## src/rtl/spi_pkg.sv

```systemverilog
// -----------------------------------------------------------------------------
// spi_pkg
// Shared definitions for the SPI slave core:
//   - spi_state_t   : control FSM states
//   - MODE0..MODE3  : SPI mode encodings as {CPOL, CPHA}
//   - bit_cnt_width : width of the in-word bit counter for a given word width
// -----------------------------------------------------------------------------
package spi_pkg;

    // WAIT_DESEL guards against joining a frame mid-way after reset.
    typedef enum logic [1:0] {
        WAIT_DESEL = 2'd0,
        IDLE       = 2'd1,
        ACTIVE     = 2'd2
    } spi_state_t;

    // SPI modes encoded as {CPOL, CPHA}.
    localparam logic [1:0] MODE0 = 2'b00;
    localparam logic [1:0] MODE1 = 2'b01;
    localparam logic [1:0] MODE2 = 2'b10;
    localparam logic [1:0] MODE3 = 2'b11;

    // Bit counter width; never narrower than one bit.
    function automatic int bit_cnt_width(input int width);
        int w;
        w = $clog2(width);
        return (w < 1) ? 1 : w;
    endfunction

endpackage

```

## src/rtl/spi_sync_edge.sv

```systemverilog
// -----------------------------------------------------------------------------
// spi_sync_edge
// Brings an asynchronous pin into the clk domain through SYNC_STAGES flops and
// produces one-cycle rise/fall strobes from a history flop behind the
// synchroniser.
//
// Ports:
//   clk   in   fabric clock
//   rst   in   synchronous active-high reset
//   din   in   asynchronous pin input
//   dout  out  synchronised level
//   rise  out  one-cycle strobe on synchronised 0->1
//   fall  out  one-cycle strobe on synchronised 1->0
// -----------------------------------------------------------------------------
module spi_sync_edge #(
    parameter int SYNC_STAGES = 2
) (
    input  logic clk,
    input  logic rst,
    input  logic din,
    output logic dout,
    output logic rise,
    output logic fall
);

    logic [SYNC_STAGES-1:0] sync_q;
    logic                   hist_q;

    // Synchroniser chain plus one history flop; the pin enters at bit 0.
    always_ff @(posedge clk) begin
        if (rst) begin
            sync_q <= '0;
            hist_q <= 1'b0;
        end else begin
            sync_q <= {sync_q[SYNC_STAGES-2:0], din};
            hist_q <= sync_q[SYNC_STAGES-1];
        end
    end

    assign dout = sync_q[SYNC_STAGES-1];
    assign rise = dout & ~hist_q;
    assign fall = ~dout & hist_q;

endmodule

```

## src/rtl/spi_slave_core.sv

```systemverilog
// -----------------------------------------------------------------------------
// spi_slave_core
// Oversampling SPI slave with configurable word width, mode and bit order.
// Pins are synchronised into clk; all SPI activity is decoded from edge
// strobes, so sclk phases must each last at least SYNC_STAGES+2 clk cycles.
//
// Ports:
//   clk          in   fabric clock
//   rst          in   synchronous active-high reset
//   sclk         in   SPI clock pin (asynchronous)
//   ssel         in   SPI select pin, active low (asynchronous)
//   mosi         in   SPI data in pin
//   miso         out  SPI data out pin, 0 outside a frame
//   rx_data      out  last complete received word
//   rx_valid     out  one-cycle strobe, rx_data updated
//   tx_data      in   next word to transmit
//   tx_valid     in   tx_data offered
//   tx_ready     out  holding register empty
//   tx_underrun  out  one-cycle strobe, word started with empty holding register
//   frame_start  out  one-cycle strobe on synchronised ssel fall
//   frame_end    out  one-cycle strobe on synchronised ssel rise
//   busy         out  FSM in ACTIVE
// -----------------------------------------------------------------------------
module spi_slave_core
    import spi_pkg::*;
#(
    parameter int WIDTH       = 8,
    parameter int CPOL        = 0,
    parameter int CPHA        = 0,
    parameter int MSB_FIRST   = 1,
    parameter int SYNC_STAGES = 2
) (
    input  logic             clk,
    input  logic             rst,
    input  logic             sclk,
    input  logic             ssel,
    input  logic             mosi,
    output logic             miso,
    output logic [WIDTH-1:0] rx_data,
    output logic             rx_valid,
    input  logic [WIDTH-1:0] tx_data,
    input  logic             tx_valid,
    output logic             tx_ready,
    output logic             tx_underrun,
    output logic             frame_start,
    output logic             frame_end,
    output logic             busy
);

    localparam int               CNT_W         = bit_cnt_width(WIDTH);
    localparam logic [1:0]       SPI_MODE      = {CPOL[0], CPHA[0]};
    localparam bit               LEAD_FALLS    = (SPI_MODE == MODE2) || (SPI_MODE == MODE3);
    localparam bit               SAMPLE_TRAILS = (SPI_MODE == MODE1) || (SPI_MODE == MODE3);
    localparam bit               MSB_ORDER     = (MSB_FIRST != 0);
    localparam logic [CNT_W-1:0] LAST_BIT      = CNT_W'(WIDTH - 1);

    // Synchronised pins and edge strobes
    logic unused_sclk_level;
    logic sclk_rise, sclk_fall;
    logic ssel_s, ssel_rise, ssel_fall;
    logic mosi_s;
    logic unused_mosi_rise, unused_mosi_fall;

    // Decoded SPI edges
    logic lead_edge, trail_edge, sample_edge, shift_edge;

    // FSM
    spi_state_t state_q, state_d;

    // Control decoded from state and edges
    logic start_d, end_d, sample_en, shift_en, load_en;

    // Datapath registers
    logic [CNT_W-1:0] bit_cnt_q;
    logic [WIDTH-1:0] rx_shift_q, rx_shift_d;
    logic [WIDTH-1:0] rx_data_q;
    logic             rx_valid_q;
    logic [WIDTH-1:0] tx_shift_q, tx_shift_d;
    logic [WIDTH-1:0] hold_q;
    logic             hold_full_q;
    logic             underrun_q;
    logic             frame_start_q, frame_end_q;

    spi_sync_edge #(.SYNC_STAGES(SYNC_STAGES)) u_sclk_sync (
        .clk  (clk),
        .rst  (rst),
        .din  (sclk),
        .dout (unused_sclk_level),
        .rise (sclk_rise),
        .fall (sclk_fall)
    );

    spi_sync_edge #(.SYNC_STAGES(SYNC_STAGES)) u_ssel_sync (
        .clk  (clk),
        .rst  (rst),
        .din  (ssel),
        .dout (ssel_s),
        .rise (ssel_rise),
        .fall (ssel_fall)
    );

    // mosi travels through the same depth as sclk so data lines up with edges.
    spi_sync_edge #(.SYNC_STAGES(SYNC_STAGES)) u_mosi_sync (
        .clk  (clk),
        .rst  (rst),
        .din  (mosi),
        .dout (mosi_s),
        .rise (unused_mosi_rise),
        .fall (unused_mosi_fall)
    );

    assign lead_edge   = LEAD_FALLS    ? sclk_fall  : sclk_rise;
    assign trail_edge  = LEAD_FALLS    ? sclk_rise  : sclk_fall;
    assign sample_edge = SAMPLE_TRAILS ? trail_edge : lead_edge;
    assign shift_edge  = SAMPLE_TRAILS ? lead_edge  : trail_edge;

    // State register
    always_ff @(posedge clk) begin
        if (rst) begin
            state_q <= WAIT_DESEL;
        end else begin
            state_q <= state_d;
        end
    end

    // Next-state logic; ssel is the only thing that moves the FSM.
    always_comb begin
        state_d = state_q;
        case (state_q)
            WAIT_DESEL: if (ssel_s)    state_d = IDLE;
            IDLE:       if (ssel_fall) state_d = ACTIVE;
            ACTIVE:     if (ssel_rise) state_d = IDLE;
            default:                   state_d = WAIT_DESEL;
        endcase
    end

    // Output/control decode. A deselect in the same cycle as an sclk edge
    // masks the edge. With CPHA=0 the first word is loaded at frame start;
    // afterwards bit_cnt==0 on a shift edge means a word has just completed
    // (CPHA=0) or is about to begin (CPHA=1), so both cases load the shifter.
    always_comb begin
        start_d   = 1'b0;
        end_d     = 1'b0;
        sample_en = 1'b0;
        shift_en  = 1'b0;
        load_en   = 1'b0;
        case (state_q)
            IDLE: begin
                if (ssel_fall) begin
                    start_d = 1'b1;
                    load_en = !SAMPLE_TRAILS;
                end
            end
            ACTIVE: begin
                if (ssel_rise) begin
                    end_d = 1'b1;
                end else begin
                    sample_en = sample_edge;
                    if (shift_edge) begin
                        if (bit_cnt_q == '0) begin
                            load_en = 1'b1;
                        end else begin
                            shift_en = 1'b1;
                        end
                    end
                end
            end
            default: ;
        endcase
    end

    assign rx_shift_d = MSB_ORDER ? {rx_shift_q[WIDTH-2:0], mosi_s}
                                  : {mosi_s, rx_shift_q[WIDTH-1:1]};
    assign tx_shift_d = MSB_ORDER ? {tx_shift_q[WIDTH-2:0], 1'b0}
                                  : {1'b0, tx_shift_q[WIDTH-1:1]};

    // Receive path: bit counter, shifter and word publication. The completed
    // word is published straight from the shifter's next value so rx_data
    // appears the cycle after the last sample.
    always_ff @(posedge clk) begin
        if (rst) begin
            bit_cnt_q  <= '0;
            rx_shift_q <= '0;
            rx_data_q  <= '0;
            rx_valid_q <= 1'b0;
        end else begin
            rx_valid_q <= 1'b0;
            if (start_d) begin
                bit_cnt_q <= '0;
            end else if (sample_en) begin
                rx_shift_q <= rx_shift_d;
                if (bit_cnt_q == LAST_BIT) begin
                    bit_cnt_q  <= '0;
                    rx_data_q  <= rx_shift_d;
                    rx_valid_q <= 1'b1;
                end else begin
                    bit_cnt_q <= bit_cnt_q + 1'b1;
                end
            end
        end
    end

    // Transmit path: holding register and shifter. A word load sees the
    // holding state from before any same-cycle handshake, so a word accepted
    // while the shifter loads waits for the next word boundary.
    always_ff @(posedge clk) begin
        if (rst) begin
            tx_shift_q  <= '0;
            hold_q      <= '0;
            hold_full_q <= 1'b0;
            underrun_q  <= 1'b0;
        end else begin
            underrun_q <= 1'b0;
            if (load_en) begin
                tx_shift_q <= hold_full_q ? hold_q : '0;
                underrun_q <= !hold_full_q;
            end else if (shift_en) begin
                tx_shift_q <= tx_shift_d;
            end

            if (load_en && hold_full_q) begin
                hold_full_q <= 1'b0;
            end else if (tx_valid && !hold_full_q) begin
                hold_q      <= tx_data;
                hold_full_q <= 1'b1;
            end
        end
    end

    // Frame strobes
    always_ff @(posedge clk) begin
        if (rst) begin
            frame_start_q <= 1'b0;
            frame_end_q   <= 1'b0;
        end else begin
            frame_start_q <= start_d;
            frame_end_q   <= end_d;
        end
    end

    assign busy        = (state_q == ACTIVE);
    assign miso        = busy ? (MSB_ORDER ? tx_shift_q[WIDTH-1] : tx_shift_q[0]) : 1'b0;
    assign rx_data     = rx_data_q;
    assign rx_valid    = rx_valid_q;
    assign tx_ready    = ~hold_full_q;
    assign tx_underrun = underrun_q;
    assign frame_start = frame_start_q;
    assign frame_end   = frame_end_q;

endmodule

```

## config.mk

```make
export PLATFORM = sky130hd
export DESIGN_NAME = spi_slave_core
export DESIGN_NICKNAME = d
export VERILOG_FILES = /design/src/rtl/spi_pkg.sv /design/src/rtl/spi_sync_edge.sv /design/src/rtl/spi_slave_core.sv
export SDC_FILE = /design/constraint.sdc
export NUM_CORES = 1
export LEC_CHECK = 0
export BUFFER_PORTS_ARGS = -buffer_cell sky130_fd_sc_hd__buf_2
export CAP_MARGIN = 15
export CORE_MARGIN = 10
export CORE_UTILIZATION = 29
export CTS_BUF_LIST = sky130_fd_sc_hd__clkbuf_4 sky130_fd_sc_hd__clkbuf_8
export CTS_CLUSTER_DIAMETER = 120
export DETAILED_ROUTE_END_ITERATION = 8
export HOLD_SLACK_MARGIN = 0.05
export SETUP_SLACK_MARGIN = 0.5
export SYNTH_ARGS = -nofsm -noshare
export SYNTH_HDL_FRONTEND = slang
export SYNTH_SLANG_ARGS = --single-unit
```

## constraint.sdc

```tcl
create_clock -name clk -period 2.3 [get_ports clk]
set_input_delay 0.69 -clock clk [delete_from_list [all_inputs] [get_ports clk]]
set_output_delay 0.69 -clock clk [all_outputs]
set_load 0.005 [all_outputs]
```

==> results_dict.tcl <==
set metrics [dict create \
    switching_power_uw 459 \
    clkTransAtPathRegs_ps 90 \
    irDropWorstVdd_mv 0.261 \
    avgSynthCellArea_um2 8.87 \
    grt_overflow 0 \
    worstPathMaxFanout 3 \
    use_met3_pct 2.75 \
    holdWs_ps 449 \
    drv_cap 0 \
    finalCritPeriodShare_pct 78.3 \
    ys.flop_type "dfxtp_1" \
    layout-area-overhead-vs-synth_pct 21.9 \
    netlist_top_cells_area "dfxtp_1 49%, a21oi_1 8.8%, nand2_1 5.1%, ha_1 5.0%, mux2i_1 4.5%" \
    path_class "flip-flop to output port" \
    startpoint "state_q[0]" \
    ys_ff_latch 49 \
    synth.largest_area_cell "dfxtp_1" \
    rsz0062_at_grt "yes" \
    p_leak_uw 0.000961 \
    ant_nets 0 \
    drv_slew 0 \
    cts_tree "built" \
    drt-total-wl_mm 3.99 \
    holdPathStages 1 \
    num_rows 30 \
    drtPass1Iterations 4 \
    hold_viol 0 \
    vias 1538 \
    clock_latency_ps 300 \
    synth_edf_count 0 \
    drc 0 \
    internal_power_uw 1210 \
    max_stage_delay_ps 360 \
    final_area_um2 2420 \
    finalPower_uw 1670 \
    vias_per_cell 4.58 \
    drtIter0Drc 47 \
    cts_buffers 5 \
    worstSetupEndpointType "output port" \
    cp_data_arrival_time_ps 1110 \
    synthCells 224 \
    setup_ws_ps 500 \
    hold_buffers 0 \
    hold_end "u_mosi_sync.sync_q[1]" \
    detail_route.wl_per_cell_um 11.9 \
    nets 277 \
    sw_frac_of_total_pct 27.5 \
    busiest_layer "met2" \
    grt_usage_pct 7.96 \
    fp.dieH_um 103 \
    rr_startpoint "state_q[1]" \
    rr_endpoint "tx_shift_q[4]" \
    min_path_type "flip-flop to flip-flop" \
    grt_pass1_wl_mm 6.84 \
    cts-root-buf "clkbuf_8" \
    reg2reg_depth 6 \
    clock_path_buffers 2 \
    io_pins 29 \
    post-place-ws_ps 346 \
    fmax_mhz 555 \
    core_um2 6720 \
    ff2ff_setup_slack_ps 560 \
    grt_max_degree 27 \
    fp.dieW_um 103 \
    p_comb_share_pct 16.1 \
    path_cells "inv_4 > ha_4 > and2_4 > buf_6" \
    cts_sinks 49 \
    powerDensity_nw_per_um2 690 \
    synth.distinct_cells 31 \
    n_antenna_cell 0 \
    start_util_pct 29.6 \
    gp_congestion 0.738 \
    setup_tns_ps 0 \
    setup_violations 0 \
    synth_top_area_share_pct 49.4 \
    max_slew_margin_pct 61.8 \
    ys_seq_area_share_pct 49.4 \
    pwr-share-clk_pct 29.7 \
    post-dp-hpwl_mm 2.75 \
    critPathLaunchType "flip-flop" \
    worst_slew_pin_slew_ps 571 \
    grt_pass1_vias 1544 \
    outcome "finished, final reports clean" \
    htreeDepth 2 \
    period_needed_ps 1800 \
    numPortBuffers 28 \
    required_ps 1610 \
    synth_nets 246 \
    crit_path_top_delay_cell "dfxtp_2" \
    ys_warn_count 0 \
    synthArstFlopShare_pct 0 \
    power_frac_seq_pct 54.2 \
    skew_ps 6.77 \
    die_area_um2 10600 \
    drive_gt1_share_pct 25.8 \
    antenna_found_initial 0 \
    hp-start "u_mosi_sync.sync_q[0]" \
    met2_usage_pct 13.3 \
    synthesis.area_um2 1990 \
    gr-usage-met1_pct 9.09 \
    placed_cell_area_um2 2190 \
]
## synth_stat cells, types with 2 or more instances
| master | n |
|---|---|
| nor2_1 | 16 |
| nand3_1 | 8 |
| inv_1 | 8 |
| nor3_1 | 3 |
| buf_4 | 2 |
| mux2i_1 | 9 |
| nor2b_1 | 12 |
| a21oi_1 | 35 |
| ha_1 | 8 |
| and2_1 | 2 |
| and3b_1 | 2 |
| clkbuf_1 | 6 |
| nand3b_1 | 3 |
| nand2b_1 | 5 |
| dfxtp_1 | 49 |
| buf_1 | 3 |
| nor2_2 | 7 |
| nand2_1 | 27 |
| nor4_1 | 7 |
## per-layer routing
| metal | up-vias | part of all wire [%] |
|---|---|---|
| li1 | 808 | - |
| met1 | 703 | 46 |
| met2 | 20 | 48 |
| met3 | 7 | 4.4 |
| met4 | 0 | 1.3 |
| met5 | - | 0 |
## power groups by stage
stage                     Sequential, uW  Combinational, uW  Clock [uW]
after floorplan                      910                161           0
after global placement               917                202           0
after detailed placement             919                203           0
after CTS                            901                235         522
after global routing                 912                303         554
final                                906                268         497
## flip-flops by register name, summed over array words and instances, names as in the netlist
name	cells
rx_data	8
bit_cnt_q	3
u_sclk_sync.hist_q	1
hold_q	8
rx_shift_q	7
tx_underrun	1
tx_shift_q	8
frame_end	1
hold_full_q	1
u_ssel_sync.sync_q	2
state_q	2
frame_start	1
u_sclk_sync.sync_q	2
u_mosi_sync.sync_q	2
u_ssel_sync.hist_q	1
rx_valid	1
## cell usage in the layout, fill, tap and decap left out, types with 2 or more instances in the layout
master	netlist	final
dfxtp_1	49	46
a21oi_1	35	35
ha_1	8	5
nand2b_1	5	5
nor2_1	16	16
buf_2	1	26
nand3_1	8	8
ha_4	0	3
nor3_1	3	3
buf_4	2	7
mux2i_1	9	9
nor4_1	7	6
buf_6	1	4
nor2_2	7	4
nand2_1	27	27
clkinv_2	0	2
inv_1	8	6
inv_4	0	2
nor2_4	0	3
clkbuf_8	0	5
nand3b_1	3	3
nor2b_1	12	12
dfxtp_2	0	2
## final cells by class
type,instances,area [um2]
multi-input cells,154,986
repair buffers,37,228
inverters,8,35.0
well taps,80,100
clock buffers,5,68.8
clock inverters,3,17.5
flip-flops and latches,49,987
fillers,711,4300
## critical path: cells and delay by family, from the launching register on
kind | cells | cell delay (ps)
buf+inv | 2 | 160
fa+ha+maj | 1 | 160
flops | 1 | 360
simple gates | 1 | 130
## cells by family after synthesis
family | count (synthesis) | share of synthesized area [%]
buf+inv | 21 | 4.79
fa+ha+maj | 8 | 5.04
compound gates | 40 | 10.8
flops | 49 | 49.4
mux | 10 | 5.10
simple gates | 96 | 24.9
## what timing repair did
item / CTS / global route
setup endpoints to repair: 10 / 26
setup buffers: 3 / 2
pin swaps: 1 / 5
resized for setup: 10 / 16
hold endpoints to repair: 0 / 0
## stage by stage
step                      utilization (%)  cells
after floorplan                         -    224
after global placement               32.6    323
after detailed placement             32.6    323
after CTS                            34.8    334
after global routing                 36.1    336
final                                36.1    336
## worst max path at each step
stage | endpoint | slack (ps) | depth (start not counted)
after floorplan | tx_shift_q[4] | 570 | 7
after global placement | tx_shift_q[1] | 390 | 6
after detailed placement | tx_shift_q[5] | 350 | 6
after CTS | miso | 490 | 4
after global routing | miso | 450 | 4
final | miso | 500 | 4
(Power assumes the default switching activity.)
